## src/rtl/hms_controller.sv

```systemverilog
// Mode/position/edit controller for the HMS clock: debounced buttons, 1 Hz tick
// and carry edges become one-cycle count pulses for the time and alarm counters.
module hms_controller #(
  parameter int CLK_HZ     = 50000000,
  parameter int DEB_CYCLES = 500000
) (
  input  logic       clk,
  input  logic       rst_n,
  input  logic       i_sw_mode,
  input  logic       i_sw_pos,
  input  logic       i_sw_inc,
  input  logic       i_sw_alarm,
  input  logic       i_max_hit_sec,
  input  logic       i_max_hit_min,
  output logic [1:0] o_mode,
  output logic [1:0] o_position,
  output logic       o_alarm_en,
  output logic       o_sec_clk,
  output logic       o_min_clk,
  output logic       o_hour_clk,
  output logic       o_alarm_sec_clk,
  output logic       o_alarm_min_clk,
  output logic       o_alarm_hour_clk
);

  localparam int TW = (CLK_HZ > 1) ? $clog2(CLK_HZ) : 1;
  localparam int DW = (DEB_CYCLES > 1) ? $clog2(DEB_CYCLES + 1) : 1;
  localparam logic [TW-1:0] TICK_LAST = TW'(CLK_HZ - 1);
  localparam logic [DW-1:0] DEB_LAST  = DW'(DEB_CYCLES - 1);

  typedef enum logic [1:0] {
    MODE_CLOCK = 2'd0,
    MODE_SETUP = 2'd1,
    MODE_ALARM = 2'd2,
    MODE_BAD   = 2'd3
  } mode_t;

  localparam logic [1:0] POS_SEC  = 2'd0;
  localparam logic [1:0] POS_MIN  = 2'd1;
  localparam logic [1:0] POS_HOUR = 2'd2;

  // Button order: 0 mode, 1 pos, 2 inc, 3 alarm.
  logic [3:0] btn_raw;
  logic [3:0] press;
  assign btn_raw = {i_sw_alarm, i_sw_inc, i_sw_pos, i_sw_mode};

  generate
    for (genvar gi = 0; gi < 4; gi++) begin : g_btn
      logic          sync1_reg;
      logic          sync2_reg;
      logic          deb_reg;
      logic          deb_prev_reg;
      logic [DW-1:0] cnt_reg;

      always_ff @(posedge clk or negedge rst_n) begin
        if (!rst_n) begin
          sync1_reg    <= 1'b0;
          sync2_reg    <= 1'b0;
          deb_reg      <= 1'b0;
          deb_prev_reg <= 1'b0;
          cnt_reg      <= '0;
        end else begin
          sync1_reg    <= btn_raw[gi];
          sync2_reg    <= sync1_reg;
          deb_prev_reg <= deb_reg;
          // The flip happens on the DEB_CYCLES-th consecutive differing sample.
          if (sync2_reg != deb_reg) begin
            if (cnt_reg == DEB_LAST) begin
              deb_reg <= sync2_reg;
              cnt_reg <= '0;
            end else begin
              cnt_reg <= cnt_reg + 1'b1;
            end
          end else begin
            cnt_reg <= '0;
          end
        end
      end

      assign press[gi] = deb_reg & ~deb_prev_reg;
    end
  endgenerate

  logic [TW-1:0] tick_cnt_reg;
  logic          tick;
  assign tick = (tick_cnt_reg == TICK_LAST);

  always_ff @(posedge clk or negedge rst_n) begin
    if (!rst_n) begin
      tick_cnt_reg <= '0;
    end else if (tick) begin
      tick_cnt_reg <= '0;
    end else begin
      tick_cnt_reg <= tick_cnt_reg + 1'b1;
    end
  end

  logic max_sec_prev_reg;
  logic max_min_prev_reg;
  logic sec_rise;
  logic min_rise;
  assign sec_rise = i_max_hit_sec & ~max_sec_prev_reg;
  assign min_rise = i_max_hit_min & ~max_min_prev_reg;

  mode_t      mode_reg, mode_next;
  logic [1:0] pos_reg, pos_next;
  logic       alarm_en_reg, alarm_en_next;
  // Pulse order: sec, min, hour, alarm sec, alarm min, alarm hour.
  logic [5:0] pulse_reg, pulse_next;
  logic       time_run;

  always_comb begin
    mode_next     = mode_reg;
    pos_next      = pos_reg;
    alarm_en_next = alarm_en_reg ^ press[3];
    pulse_next    = '0;
    time_run      = (mode_reg == MODE_CLOCK) || (mode_reg == MODE_ALARM);

    case (mode_reg)
      MODE_CLOCK: if (press[0]) mode_next = MODE_SETUP;
      MODE_SETUP: if (press[0]) mode_next = MODE_ALARM;
      MODE_ALARM: if (press[0]) mode_next = MODE_CLOCK;
      default:    mode_next = MODE_CLOCK;
    endcase

    if (mode_next != mode_reg) begin
      pos_next = POS_SEC;
    end else if (press[1] && (mode_reg != MODE_CLOCK)) begin
      pos_next = (pos_reg >= POS_HOUR) ? POS_SEC : pos_reg + 2'd1;
    end

    pulse_next[0] = tick & time_run;
    pulse_next[1] = sec_rise & time_run;
    pulse_next[2] = min_rise & time_run;

    // SETUP and ALARM never let the tick/carry sources through to the same output.
    if (press[2]) begin
      if (mode_reg == MODE_SETUP) begin
        case (pos_reg)
          POS_SEC:  pulse_next[0] = 1'b1;
          POS_MIN:  pulse_next[1] = 1'b1;
          POS_HOUR: pulse_next[2] = 1'b1;
          default:  ;
        endcase
      end else if (mode_reg == MODE_ALARM) begin
        case (pos_reg)
          POS_SEC:  pulse_next[3] = 1'b1;
          POS_MIN:  pulse_next[4] = 1'b1;
          POS_HOUR: pulse_next[5] = 1'b1;
          default:  ;
        endcase
      end
    end
  end

  always_ff @(posedge clk or negedge rst_n) begin
    if (!rst_n) begin
      mode_reg         <= MODE_CLOCK;
      pos_reg          <= POS_SEC;
      alarm_en_reg     <= 1'b0;
      pulse_reg        <= '0;
      max_sec_prev_reg <= 1'b0;
      max_min_prev_reg <= 1'b0;
    end else begin
      mode_reg         <= mode_next;
      pos_reg          <= pos_next;
      alarm_en_reg     <= alarm_en_next;
      pulse_reg        <= pulse_next;
      max_sec_prev_reg <= i_max_hit_sec;
      max_min_prev_reg <= i_max_hit_min;
    end
  end

  assign o_mode           = mode_reg;
  assign o_position       = pos_reg;
  assign o_alarm_en       = alarm_en_reg;
  assign o_sec_clk        = pulse_reg[0];
  assign o_min_clk        = pulse_reg[1];
  assign o_hour_clk       = pulse_reg[2];
  assign o_alarm_sec_clk  = pulse_reg[3];
  assign o_alarm_min_clk  = pulse_reg[4];
  assign o_alarm_hour_clk = pulse_reg[5];

endmodule

```

## config.mk

```make
export PLATFORM = sky130hd
export DESIGN_NAME = hms_controller
export DESIGN_NICKNAME = d
export VERILOG_FILES = /design/src/rtl/hms_controller.sv
export SDC_FILE = /design/constraint.sdc
export NUM_CORES = 1
export LEC_CHECK = 0
export CAP_MARGIN = 10
export CORE_UTILIZATION = 30
export DETAILED_ROUTE_END_ITERATION = 8
export PLACE_DENSITY = 0.49
export SLEW_MARGIN = 10
export SYNTH_ARGS = -nofsm -noshare
export SYNTH_HDL_FRONTEND = slang
export SYNTH_SLANG_ARGS = --single-unit
```

## constraint.sdc

```tcl
create_clock -name clk -period 2 [get_ports clk]
set_clock_uncertainty 0.2 [all_clocks]
set_input_delay 0.4 -clock clk [delete_from_list [all_inputs] [get_ports clk]]
set_output_delay 0.4 -clock clk [all_outputs]
set_load 0.02 [all_outputs]
```

==> results of run 1 <==
cell type report:
type	instances	area, µm²	share of cell area (%)
clock buffer	28	557	6.57
multi-input combinational	427	3000	35.3
clock inverter	2	37.5	0.443
tap	265	332	3.91
sequential	131	3280	38.7
inverter	22	82.6	0.974
timing repair buffer	141	1190	14.1
per-stage QoR:
stage	TNS, ns	utilization (%)
after floorplan	-3.28	-
after global placement	-3.06	38.1
after detailed placement	-3.37	38.1
after CTS	-3.69	41.7
after global routing	-6.23	43.0
final	-3.92	43.0
power by group through the flow:
| stage | sequential, mW | combinational, mW | clock (mW) |
|---|---|---|---|
| 3_3_place_gp | 2.75 | 0.207 | 0 |
| 5_1_grt | 2.71 | 0.244 | 3.29 |
| 4_1_cts | 2.71 | 0.214 | 3.17 |
| 3_5_place_dp | 2.75 | 0.212 | 0 |
| 6_report | 2.71 | 0.215 | 3.09 |
| 2_1_floorplan | 2.76 | 0.0693 | 0 |
per-layer routing:
layer  routed length [µm]  global-route usage [%]
met4                  178                    5.32
met5                    0                       0
met1                 6530                    17.5
met2                 6520                    21.2
met3                  490                    4.43
Yosys cell counts:
cell | number | area (µm²)
dfrtp_1 | 131 | 3280
nor2_1 | 59 | 221
xnor2_1 | 41 | 359
nand2_1 | 39 | 146
a21oi_1 | 30 | 150
nand4_1 | 27 | 169
nand3_1 | 26 | 130
xor2_1 | 24 | 210
or3_1 | 23 | 144
inv_1 | 22 | 82.6
o21ai_0 | 21 | 105
or4_1 | 18 | 135
nor3_1 | 16 | 80.1
nor4_1 | 16 | 100
o31ai_1 | 13 | 97.6
nor2_2 | 10 | 62.6
clkbuf_1 | 9 | 33.8
and4_1 | 5 | 43.8
ha_1 | 5 | 62.6
mux2_2 | 5 | 56.3
nand2b_1 | 5 | 31.3
buf_2 | 4 | 20.0
mux2i_1 | 4 | 40.0
nand3_2 | 4 | 40.0
or4b_1 | 4 | 40.0
and2_1 | 3 | 18.8
and3_1 | 3 | 18.8
nor2b_1 | 3 | 18.8
nor4b_1 | 3 | 26.3
or2_2 | 3 | 18.8
nand4b_1 | 2 | 17.5
o32ai_1 | 2 | 17.5
or4bb_1 | 2 | 22.5
buf_6 | 1 | 11.3
nand3b_1 | 1 | 7.51
nand4_2 | 1 | 12.5
nor4bb_1 | 1 | 10.0
o211ai_1 | 1 | 7.51
o21ai_1 | 1 | 5.00
o21ai_4 | 1 | 16.3
o31ai_2 | 1 | 12.5
o31ai_4 | 1 | 21.3
o41ai_1 | 1 | 8.76
or2_1 | 1 | 6.26
or4_4 | 1 | 11.3
worst max path at each step:
stage	to	slack [ns]
final	g_btn[2].deb_reg	-0.23
after detailed placement	g_btn[2].deb_reg	-0.23
after floorplan	g_btn[2].cnt_reg[5]	-0.22
after global placement	g_btn[2].deb_reg	-0.24
after CTS	g_btn[2].cnt_reg[17]	-0.21
after global routing	g_btn[2].deb_reg	-0.26
timing repair:
action                                  in CTS  in global routing
pin swaps                                   11                 22
cloned                                       1                  1
buffers inserted                             4                  7
hold buffers                                 1                  0
endpoints found under the setup margin      38                 73
resized for setup                           31                 53
endpoints found under the hold margin      131                  0
worst register-to-register path, stage by stage, from the launching register on:
cell and delay (ns):
dfrtp_1 0.37, or4b_1 0.52, or4_4 0.58, nor2_2 0.14, mux2_4 0.31
cell families after synthesis:
group	Yosys count	synth area share, %
AND/OR/NAND/NOR	276	25.0
buffers and inverters	36	2.41
AO/OA/AOI/OAI	72	7.21
XOR/XNOR	65	9.29
adder cells (fa/ha/maj)	5	1.02
multiplexers	9	1.57
flip-flops	131	53.5
==> results_dict.tcl, run 1 <==
set metrics [dict create \
    status "complete, but fails checks" \
    violations "setup timing" \
    cts_tree "built" \
    ir_drop_mv 0.612 \
    seq_area_frac_synth_pct 53.5 \
    power.internal_mw 4.77 \
    synth.cell_area_um2 6130 \
    die_w_um 145 \
    hp-class "flip-flop to flip-flop" \
    grt_usage_pct 13.7 \
    overflow 0 \
    seqPwrFrac_pct 45.0 \
    place.port_buffers 18 \
    die_h_um 145 \
    die-area_um2 21000 \
    antenna_left 0 \
    dr_total_vias 4879 \
    maxSlewViolCount 0 \
    setup_ws_ns -0.230 \
    initial_core_util_pct 31.1 \
    place.gp.congestion 0.825 \
    min_period_ns 2.23 \
    drive_gt1_share_pct 31.7 \
    power_mw 6.01 \
    hold_end "g_btn[1].sync2_reg" \
    grt_max_degree 55 \
    layout.nets 753 \
    dp_hpwl_um 9490 \
    wl_um 13700 \
    worstHoldPathCells 0 \
    p_sw_mw 1.25 \
    power_frac_comb_pct 3.6 \
    worstReg2RegEnd "g_btn[2].deb_reg" \
    place_inst 973 \
    clk_pin_slew_ns 0.05 \
    r2r-start "g_btn[2].cnt_reg[7]" \
    worst_slew_pin_slew_ns 0.464 \
    num_rows 51 \
    yosys_warnings 0 \
    cp.required_ns 2.11 \
    crit_buf_inv 0 \
    grt_pass1_vias 4929 \
    coreArea_um2 19700 \
    fin_area_um2 8480 \
    antenna_found_initial 0 \
    worst_hold_slack_ns 0.146 \
    critical-path-top-delay-family "simple AND/OR/NAND/NOR gates" \
    hold_violations 0 \
    path_max_fanout 2 \
    syn_area_per_cell_um2 10.3 \
    synth_fp_nets 607 \
    ys_ff_latch 131 \
    path_depth 4 \
    insertion_delay_ns 0.42 \
    avgViaCountPerCell 4.80 \
    h-tree-depth 4 \
    rsz0062_at_grt "yes" \
    cts-root-buf "clkbuf_16" \
    place_ws_ns -0.231 \
    critical_path_class "flip-flop to flip-flop" \
    slowest_delay_ns 0.58 \
    start_kind "flip-flop" \
    max_freq_ghz 0.449 \
    crit_arrival_ns 2.34 \
    slew_headroom_pct 69.1 \
    powerDensity_nw_per_um2 709 \
    grt_pass1_wl_um 23100 \
    slowest_stage "or4_4" \
    fin_crit_sh_pct 111 \
    placedInstanceArea_um2 7500 \
    stdcell_count 1016 \
    num_antenna_cells 0 \
    drt_iter0_drc 155 \
    worstPathCellList "or4b_1, or4_4, nor2_2, mux2_4" \
    numCtsBuffers 17 \
    cp-end-kind "flip-flop" \
    crit_path_start "g_btn[2].cnt_reg[7]" \
    reg2reg_depth 4 \
    setup_viol 31 \
    numClockSinks 131 \
    ios 19 \
    clock_power_share_pct 51.4 \
    detail_route.first_pass.iterations 5 \
    final_common_cell "dfrtp_1" \
    largest_reg_flops 76 \
    r2r_slack_ns -0.23 \
    clock_path_buffers 2 \
    post_drt_wl_per_cell_um 13.5 \
    post-route-drc-count 0 \
    fill_cells 1871 \
    final_cell_mix "130 x dfrtp_1, 109 x buf_4, 51 x nor2_1" \
    area_growth_pct 38.3 \
    power.leakage_nw 3.61 \
    maxCapViolations 0 \
    swShare_pct 20.7 \
    yosysUniqueCellTypes 45 \
    synthCells 594 \
    hp-start "g_btn[1].sync1_reg" \
]
Power figures use the tool's default switching activity.
==> run 2, diff against run 1 <==
Settings changed: CORE_MARGIN from default to 8.
==> results_dict.tcl, run 2 (synthesis gave the netlist of run 1 again) <==
set metrics [dict create \
    initial_core_util_pct 30.4 \
    worstPathCellList "or4b_1, or4_4, o21ai_4, buf_6, a21oi_1" \
    p_sw_mw 1.37 \
    clk_pin_slew_ns 0.06 \
    numCtsBuffers 17 \
    worst_slew_pin_slew_ns 0.444 \
    num_rows 52 \
    status "complete, but fails checks" \
    fill_cells 1948 \
    swShare_pct 22.9 \
    slowest_stage "or4_4" \
    drt_iter0_drc 163 \
    worst_hold_slack_ns 0.157 \
    largest_reg_flops 76 \
    r2r-start "g_btn[2].cnt_reg[6]" \
    start_kind "flip-flop" \
    grt_pass1_wl_um 24400 \
    avgViaCountPerCell 4.81 \
    r2r_slack_ns -0.19 \
    wl_um 14300 \
    num_antenna_cells 0 \
    clock_path_buffers 2 \
    die-area_um2 25300 \
    reg2reg_depth 5 \
    cp-end-kind "flip-flop" \
    cts-root-buf "clkbuf_16" \
    power.internal_mw 4.61 \
    post_drt_wl_per_cell_um 13.9 \
    setup_ws_ns -0.188 \
    hold_violations 0 \
    path_max_fanout 9 \
    fin_area_um2 8490 \
    power_frac_comb_pct 3.6 \
    dr_total_vias 4965 \
    worstHoldPathCells 0 \
    ios 19 \
    power_mw 5.98 \
    rsz0062_at_grt "yes" \
    slowest_delay_ns 0.57 \
    coreArea_um2 20200 \
    hp-class "flip-flop to flip-flop" \
    numClockSinks 131 \
    antenna_found_initial 0 \
    grt_usage_pct 11.7 \
    final_util_pct 42.1 \
    cts_tree "built" \
    h-tree-depth 4 \
    cp.required_ns 2.10 \
    crit_buf_inv 1 \
    drive_gt1_share_pct 32.7 \
    place.gp.congestion 0.791 \
    setup_viol 25 \
    slew_headroom_pct 70.4 \
    area_growth_pct 38.5 \
    final_common_cell "dfrtp_1" \
    min_period_ns 2.19 \
    fin_crit_sh_pct 109 \
    placedInstanceArea_um2 7480 \
    post-route-drc-count 0 \
    critical-path-top-delay-family "simple AND/OR/NAND/NOR gates" \
    insertion_delay_ns 0.42 \
    grt_max_degree 45 \
    die_h_um 159 \
    crit_path_start "g_btn[2].cnt_reg[6]" \
    seqCellArea_um2 3280 \
    critical_path_class "flip-flop to flip-flop" \
    clock_power_share_pct 51.1 \
    die_w_um 159 \
    max_freq_ghz 0.457 \
    powerDensity_nw_per_um2 705 \
    maxSlewViolCount 0 \
    ir_drop_mv 0.518 \
    grt_pass1_vias 5081 \
    seqPwrFrac_pct 45.3 \
    hp-start "g_btn[2].sync1_reg" \
    hold_end "g_btn[2].sync2_reg" \
    multiInputGateArea_um2 2980 \
    dp_hpwl_um 9990 \
    antenna_left 0 \
    detail_route.first_pass.iterations 5 \
    final_cell_mix "130 x dfrtp_1, 122 x buf_4, 51 x nor2_1" \
    layout.nets 762 \
    worstReg2RegEnd "g_btn[2].cnt_reg[17]" \
    violations "setup timing" \
    place.port_buffers 18 \
    crit_arrival_ns 2.28 \
    overflow 0 \
    power.leakage_nw 3.58 \
    maxCapViolations 0 \
]
## run 2: worst max path at each step
stage / endpoint / slack (ns) / cells past startpoint
6_report: g_btn[2].cnt_reg[17] / -0.19 / 5
5_1_grt: g_btn[2].cnt_reg[13] / -0.25 / 5
4_1_cts: g_btn[2].cnt_reg[18] / -0.21 / 5
3_5_place_dp: g_btn[2].deb_reg / -0.24 / 4
3_3_place_gp: g_btn[2].deb_reg / -0.23 / 4
2_1_floorplan: g_btn[2].cnt_reg[5] / -0.22 / 5
## run 2: worst reg2reg max path, cell delays in order, from the launching register on
cell	delay, ns
dfrtp_1	0.37
or4b_1	0.53
or4_4	0.57
o21ai_4	0.17
buf_6	0.17
a21oi_1	0.06
## run 2: through the flow
stage	setup slack, ns	instances	setup TNS [ns]
after floorplan	-0.224	594	-3.28
after global placement	-0.229	976	-4.45
after detailed placement	-0.239	976	-4.42
after CTS	-0.213	1018	-3.83
after global routing	-0.252	1032	-5.61
final	-0.188	1032	-3.49
## run 2: power groups by stage
| stage | clock, mW | combinational, mW | sequential [mW] |
|---|---|---|---|
| floorplan | 0 | 0.0693 | 2.76 |
| global placement | 0 | 0.206 | 2.75 |
| finish | 3.06 | 0.215 | 2.71 |
| global route | 3.28 | 0.247 | 2.71 |
| CTS | 3.15 | 0.218 | 2.71 |
| detailed placement | 0 | 0.209 | 2.76 |
## run 2: what timing repair did
action | CTS | global route
pin swaps | 12 | 20
hold buffers | 1 | 0
setup buffers | 8 | 14
cloned | 1 | 0
endpoints found under the hold margin | 39 | 0
resized for setup | 32 | 47
setup endpoints to repair | 56 | 51
## run 2: final cells by class
type                            count  area share (%)
Inverter                           22           0.973
Sequential cell                   131            38.6
Tap cell                          270            3.98
Multi-Input combinational cell    427            35.1
Clock inverter                     15            1.86
Timing Repair Buffer              150            14.4
Clock buffer                       17            5.01
## run 2: metal layers
| metal | vias up | track usage, % | share of wire [%] |
|---|---|---|---|
| met5 | - | 0 | 0 |
| met4 | 0 | 3.52 | 1.0 |
| met3 | 14 | 4.27 | 4.4 |
| met2 | 65 | 19.3 | 49 |
| met1 | 2448 | 13.9 | 46 |
| li1 | 2438 | - | - |
